**config.mk**
```make
export PLATFORM = sky130hd
export DESIGN_NAME = f_ifu
export DESIGN_NICKNAME = d
export VERILOG_FILES = /design/src/rtl/f_ifu.sv
export SDC_FILE = /design/constraint.sdc
export NUM_CORES = 1
export LEC_CHECK = 0
export BUFFER_PORTS_ARGS = -buffer_cell sky130_fd_sc_hd__buf_2
export CORE_MARGIN = 4
export CORE_UTILIZATION = 46
export CTS_CLUSTER_SIZE = 12
export DETAILED_ROUTE_END_ITERATION = 16
export PLACE_DENSITY = 0.86
export SYNTH_ARGS = -nofsm -noshare
export SYNTH_HDL_FRONTEND = slang
export SYNTH_SLANG_ARGS = --single-unit
export TNS_END_PERCENT = 20
```
**constraint.sdc**
```tcl
create_clock -name clk -period 2.6 [get_ports clk]
set_input_delay 0.39 -clock clk [delete_from_list [all_inputs] [get_ports clk]]
set_output_delay 0.39 -clock clk [all_outputs]
set_load 0.05 [all_outputs]
```
**src/rtl/f_ifu.sv**
```systemverilog
// Fetch-stage instruction unit: drives one request/response access per PC and
// holds the fetched word until the pipeline advances.
module f_ifu (
  input  logic        clk,
  input  logic        reset,
  input  logic [31:0] NPC,
  input  logic        Stall,
  input  logic        MDStall,
  output logic        imem_req,
  output logic [31:0] imem_addr,
  input  logic        imem_gnt,
  input  logic        imem_rvalid,
  input  logic [31:0] imem_rdata,
  output logic [31:0] PC,
  output logic [31:0] Instr,
  output logic        InstrValid,
  output logic        FetchBusy,
  output logic        AdEL,
  output logic        FetchErr
);

  typedef enum logic [1:0] {
    REQ  = 2'd0,
    WAIT = 2'd1,
    HOLD = 2'd2
  } state_t;

  state_t      state_r;
  logic [31:0] pc_r;
  logic [31:0] buf_r;
  logic [7:0]  cnt_r;
  logic        adel_r;
  logic        ferr_r;
  logic        req_r;
  logic        valid_r;

  logic        advance_s;
  logic        pc_ok_s;
  logic        npc_ok_s;

  function automatic logic addr_legal(input logic [31:0] a);
    return (a[1:0] == 2'b00) && (a >= 32'h0000_3000) && (a <= 32'h0000_6FFC);
  endfunction

  assign advance_s = (state_r == HOLD) && !Stall && !MDStall;
  assign pc_ok_s   = addr_legal(pc_r);
  assign npc_ok_s  = addr_legal(NPC);

  // Fetch FSM; req_r/valid_r are precomputed for the state being entered.
  always_ff @(posedge clk or posedge reset) begin
    if (reset) begin
      state_r <= REQ;
      pc_r    <= 32'h0000_3000;
      buf_r   <= 32'h0000_0000;
      cnt_r   <= 8'd0;
      adel_r  <= 1'b0;
      ferr_r  <= 1'b0;
      req_r   <= 1'b0;
      valid_r <= 1'b0;
    end else begin
      case (state_r)
        REQ: begin
          if (!pc_ok_s) begin
            state_r <= HOLD;
            buf_r   <= 32'h0000_0000;
            adel_r  <= 1'b1;
            valid_r <= 1'b1;
            req_r   <= 1'b0;
          end else if (req_r && imem_gnt) begin
            state_r <= WAIT;
            cnt_r   <= 8'd0;
            req_r   <= 1'b0;
          end else begin
            // Covers the first cycle after reset, when no request is out yet.
            req_r   <= 1'b1;
          end
        end
        WAIT: begin
          if (imem_rvalid) begin
            state_r <= HOLD;
            buf_r   <= imem_rdata;
            valid_r <= 1'b1;
          end else if (cnt_r >= 8'd254) begin
            // Counter reaches 255 this cycle with no response: give up.
            state_r <= HOLD;
            buf_r   <= 32'h0000_0000;
            ferr_r  <= 1'b1;
            valid_r <= 1'b1;
            cnt_r   <= 8'd255;
          end else begin
            cnt_r   <= cnt_r + 8'd1;
          end
        end
        HOLD: begin
          if (advance_s) begin
            state_r <= REQ;
            pc_r    <= NPC;
            buf_r   <= 32'h0000_0000;
            adel_r  <= 1'b0;
            ferr_r  <= 1'b0;
            valid_r <= 1'b0;
            req_r   <= npc_ok_s;
          end else begin
            state_r <= HOLD;
          end
        end
        default: begin
          state_r <= REQ;
          buf_r   <= 32'h0000_0000;
          adel_r  <= 1'b0;
          ferr_r  <= 1'b0;
          valid_r <= 1'b0;
          req_r   <= 1'b0;
        end
      endcase
    end
  end

  assign imem_req   = req_r;
  assign imem_addr  = pc_r;
  assign PC         = pc_r;
  assign Instr      = buf_r;
  assign InstrValid = valid_r;
  assign FetchBusy  = (state_r != HOLD);
  assign AdEL       = adel_r;
  assign FetchErr   = ferr_r;

endmodule

```
# ---- Word-level counts from Yosys, hierarchy flattened
# Cells that the tools add are included.
dict set report word_totals {
  word_cells 75
  out_inout_bits 101
  ff_bits 78
  inputBits 70
}
dict set report classes {
  mux 28
  add_sub_neg 1
  n_bitwise 2
  order_cmp 5
  reduce_logical 20
  eq_ne 11
}
# cell n
set op_table {}
lappend op_table {{two-way mux 32 bit} 4}
lappend op_table {{case mux 32 bit (3 select lines)} 1}
lappend op_table {{greater-or-equal comparator 32 x 14 -> 1 bit, second input constant} 2}
lappend op_table {{less-or-equal comparator 32 x 15 -> 1 bit, second input constant} 2}
lappend op_table {{two-way mux 8 bit} 4}
lappend op_table {{case mux 8 bit (2 select lines)} 1}
lappend op_table {{inequality test 2 bit, second input constant} 7}
lappend op_table {{case mux 1 bit (3 select lines)} 4}
lappend op_table {{two-way mux 2 bit} 5}
lappend op_table {{adder 8 x 1 -> 8 bit, second input constant} 1}
lappend op_table {{greater-or-equal comparator 8 bit, second input constant} 1}
lappend op_table {{two-way mux 1 bit} 8}
lappend op_table {{AND reduction 4 bit} 2}
lappend op_table {{logical AND 1 bit} 7}
lappend op_table {{zero test 2 bit} 3}
lappend op_table {{inequality test 3 bit, second input constant} 2}
lappend op_table {{case mux 2 bit (3 select lines)} 1}
lappend op_table {{AND reduction 2 bit} 3}
lappend op_table {{AND reduction 3 bit} 2}
lappend op_table {{equality test 2 x 1 -> 1 bit, second input constant} 1}
lappend op_table {{equality test 2 bit, second input constant} 1}
lappend op_table {{zero test 1 bit} 2}
lappend op_table {{NOT 1 bit} 2}
lappend op_table {{nonzero test 2 bit} 1}

# ---- Logic depth before layout (Yosys ltp)
dict set report logic_depth {
  word_depth 5
  mapped_depth 9
  depth_no_buf 7
}

# ---- Worst setup path after synthesis
# Ideal clock, no wire load.
dict set report synth_timing {
  kind {reg2reg}
  startpoint {reg pc_r[0] (netlist: PC[0])}
  endpoint {reg cnt_r[3]}
  arrival_ns 1.857
  n_path_buf 0
  setup_ns 0.126
  required_ns 2.474
  setup_slack_ns 0.617
  period_less_slack_ns 1.983
  path_stages_with_launch 5
  cell_sequence {dfrtp_1 > or3_4 > a2111oi_4 > o22ai_2 > a221o_1}
}
dict set report synth_via {
  elab_chain_len 5
  elab_cells_between_ends 7
  cone_classes {order compare: 2; eq/ne: 1; reduce/logical: 4}
}
# element line_no
set synth_lines {}
lappend synth_lines {{start, declared} 29} ;# logic [31:0] pc_r;
lappend synth_lines {{start signal, assigned} 53} ;# pc_r <= 32'h0000_3000;
lappend synth_lines {{start signal, assigned} 97} ;# pc_r <= NPC;
lappend synth_lines {{greater-or-equal comparator 32 x 14 -> 1 bit / zero test 2 bit (equally long branches)} 42} ;# return (a[1:0] == 2'b00) && (a >= 32'h0000_3000) && (a <= 32'h0000_6FFC);
lappend synth_lines {{logical AND 1 bit} 42}
lappend synth_lines {{logical AND 1 bit *} 42}
lappend synth_lines {{inequality test 2 bit (no line) *} n/a}
lappend synth_lines {{AND reduction 4 bit (no line) *} n/a}
lappend synth_lines {{end signal, assigned} 91} ;# cnt_r <= cnt_r + 8'd1;
lappend synth_lines {{end, declared} 31} ;# logic [7:0] cnt_r;
# Mark *: on every way between the ends. The rest lies on a longest branch, timed or not.
# A chain may end at the register's enable or synchronous reset.

# ---- Final worst setup path
dict set report layout_timing {
  startpoint {reg cnt_r[0]}
  endpoint {reg buf_r[6] (netlist: Instr[6])}
}
dict set report layout_via {
  elab_chain_len 3
}
# element line_no
set layout_lines {}
lappend layout_lines {{greater-or-equal comparator 8 bit} 83} ;# end else if (cnt_r >= 8'd254) begin
lappend layout_lines {{inequality test 3 bit (no line)} n/a}
lappend layout_lines {{AND reduction 3 bit (no line)} n/a}
lappend layout_lines {{end signal, assigned} 81} ;# buf_r <= imem_rdata;
lappend layout_lines {{end, declared} 30} ;# logic [31:0] buf_r;
# Every way passes these cells.

==> flow_metrics.py <==
metrics = {
    "worst_hold_path": {
        "min_path_type": "in -> async",
    },
    "grt": {
        "track_usage": 0.1879,
        "grt_max_degree": 51,
        "grt_pass1_wl_mm": 12.99,
        "antenna_found_initial": 0,
        "grt_pass1_vias": 2753,
        "gr-total-overflow": 0,
    },
    "clocking": {
        "cts.sinks": 78,
        "cts_root_buffer": "clkbuf_8",
        "cts.path.max_buffers": 2,
        "ctsHtreeMaxLevel": 3,
        "post_cts_buffers": 0,
        "cts_made_buffers": 9,
        "hold_buffers": 0,
        "path_clk_slew_ns": 0.08,
        "cts_resized": 0,
        "cts_tree": "built",
        "clk_latency_ns": 0.34,
    },
    "critical_path": {
        "path_buf_inv": 1,
        "cp_top_family": "compound AO/OA/AOI/OAI gates",
        "rr_startpoint": "cnt_r[0]",
        "arrival_ns": 2.44,
        "crit_chain": "inv_1 > ha_1 > o2111ai_1 > or2_0 > nand2_2 > o211ai_4 > a22o_1",
        "cp.depth": 7,
        "startpoint_type": "register",
        "reg2reg_depth": 7,
        "crit_required_ns": 2.87,
        "critPathMaxStageDelay_ns": 0.43,
        "cp_max_fo": 33,
        "crit_path_end_kind": "register",
        "critical_path_class": "reg -> reg",
        "r2r-end": "Instr[6]",
        "cp_slowest_cell": "dfrtp_1",
        "reg2reg_slack_ns": 0.42,
    },
    "sta": {
        "fin_ws_ns": 0.4229,
        "fmax_mhz": 459.3,
        "rsz0062_at_grt": "false",
        "finalCriticalPeriod_ns": 2.177,
        "tightest_slew_ns": 0.8257,
        "slew_headroom": 0.4469,
        "slew_violations": 0,
        "fin_setup_tns_ns": 0,
        "hold-worst-slack_ns": 0.1215,
        "finClkSkew_ns": 0.01247,
        "finalHoldViolCount": 0,
        "finalSetupViolCount": 0,
        "fin_crit_sh": 0.8373,
    },
    "synth": {
        "synthesis.area_um2": 3466,
        "ys_ff_latch": 78,
        "synth.most_common_cell": "dfrtp_1",
        "synthArstFlopShare": 1.000,
        "synthTopCellsByCount": "76 x dfrtp_1, 32 x a22o_1, 32 x buf_4, 30 x mux2_2, 10 x nor4_1",
        "synth_area_per_cell_um2": 12.84,
        "synthDistinctLibCells": 41,
        "synth_area_leader_cell": "dfrtp_1",
        "synth_edf_count": 0,
        "yosysSeqAreaShare": 0.5639,
        "synth.area.top_cells": "dfrtp_1 55%, mux2_2 9.7%, a22o_1 8.1%, buf_4 6.9%, nor4_1 1.8%",
        "syn-num-nets": 342,
        "yosysWarnings": 0,
        "synth_ff_type": "dfrtp_1",
        "syn_inst": 270,
        "synth_top_area_share": 0.5487,
    },
    "final_layout": {
        "antenna_cells": 0,
        "area_growth_pct": 27.11,
        "final_area_um2": 4405,
        "drive_above_1_share": 0.5635,
        "final_nets": 484,
    },
    "die": {
        "die_h_um": 94.80,
        "start_util": 0.4753,
        "fp.dieArea_um2": 8987,
        "coreArea_um2": 7292,
        "rows": 31,
        "die_x_um": 94.80,
        "boundaryPins": 171,
    },
    "run_status": {
        "status": "finished clean",
    },
    "route": {
        "viasPerCell": 5.132,
        "drtIter0Drc": 88,
        "drc_errors": 0,
        "vias": 2648,
        "final_antenna_net_count": 0,
        "totalWireLength_mm": 8.334,
        "wire_per_inst_um": 16.15,
        "dr.pass1.iters": 4,
    },
    "placed_design": {
        "hpwl_mm": 6.330,
        "io_buffers": 170,
        "place_area_um2": 4182,
        "gp_congestion": 0.7372,
        "preCtsSetupSlack_ns": 0.4493,
    },
    "run": {
        "cap_viol_max_count": 0,
    },
    "pwr": {
        "leakagePower_nw": 2.272,
        "total_power_mw": 5.618,
        "irDropWorstVdd_uv": 616.7,
        "p_per_area_nw_per_um2": 1275,
    },
}
==> layer usage <==
layer,vias up,GRT usage,share of wire
li1,1243,-,-
met1,1259,0.2115,0.38
met2,136,0.3447,0.51
met3,10,0.04701,0.097
met4,0,0.06250,0.010
met5,-,0,0
==> cell type report <==
| class | count | area [µm²] |
|---|---|---|
| clock buffer | 11 | 141.4 |
| multi-input combinational | 146 | 1199 |
| clock inverter | 5 | 82.58 |
| fill | 608 | 2887 |
| sequential | 78 | 1954 |
| timing repair buffer | 174 | 893.4 |
| inverter | 3 | 11.26 |
| tap | 99 | 123.9 |
==> placed cells by master, fill, tap and decap left out, types with 2 or more instances in the layout <==
master      count
a21o_2          2
a21oi_1         7
a221o_1         2
a22o_1         32
and3_1          5
and4_1          2
buf_2         170
buf_4           3
bufinv_16       2
clkbuf_8       10
clkinvlp_4      3
dfrtp_1        76
dfstp_2         2
ha_1            2
inv_1           2
mux2_1          2
mux2_2         30
nand2_1         8
nand2b_1        3
nand3_1         7
nor2_1          5
nor3_1          2
nor4_1         10
o21ai_0         8
==> how the worst max path moves through the flow <==
stage                  start         to  slack (ns)
detailed placement  cnt_r[0]  Instr[25]        0.45
floorplan              reset       AdEL        0.22
CTS                 cnt_r[0]   Instr[6]        0.42
global route        cnt_r[0]  Instr[29]        0.25
finish              cnt_r[0]   Instr[6]        0.42
global placement    cnt_r[0]  Instr[23]        0.56
==> sequential cells by signal (all words and copies together), names as in the netlist <==
| name | cells |
|---|---|
| cnt_r | 8 |
| Instr | 32 |
| state_r | 2 |
| AdEL | 1 |
| InstrValid | 1 |
| imem_req | 1 |
| PC | 32 |
| FetchErr | 1 |
==> where the power goes <==
| part | leakage (nW) | internal, mW | switching, mW |
|---|---|---|---|
| Sequential | 0.997 | 1.48 | 0.243 |
| Clock | 0.102 | 0.567 | 0.428 |
| Combinational | 1.17 | 0.638 | 2.26 |
==> worst reg2reg max path, cell delays in order, from the launching register on <==
cell and delay [ns]:
dfrtp_1 0.43, inv_1 0.07, ha_1 0.20, o2111ai_1 0.27, or2_0 0.36, nand2_2 0.15, o211ai_4 0.36, a22o_1 0.27
==> per-stage QoR <==
step,utilization,instances
after CTS,0.6042,516
after detailed placement,0.5734,500
after global routing,0.6042,516
final,0.6042,516
after global placement,0.5734,500
after floorplan,-,270
==> kinds of logic after synthesis <==
family | after synthesis | share of synthesized area
compound gates | 61 | 0.1484
xor+xnor | 1 | 0.002528
fa+ha+maj | 2 | 0.007219
buf+inv | 46 | 0.09278
flops | 78 | 0.5639
mux | 32 | 0.1040
simple gates | 50 | 0.08123
Power figures use the tool's default switching activity.
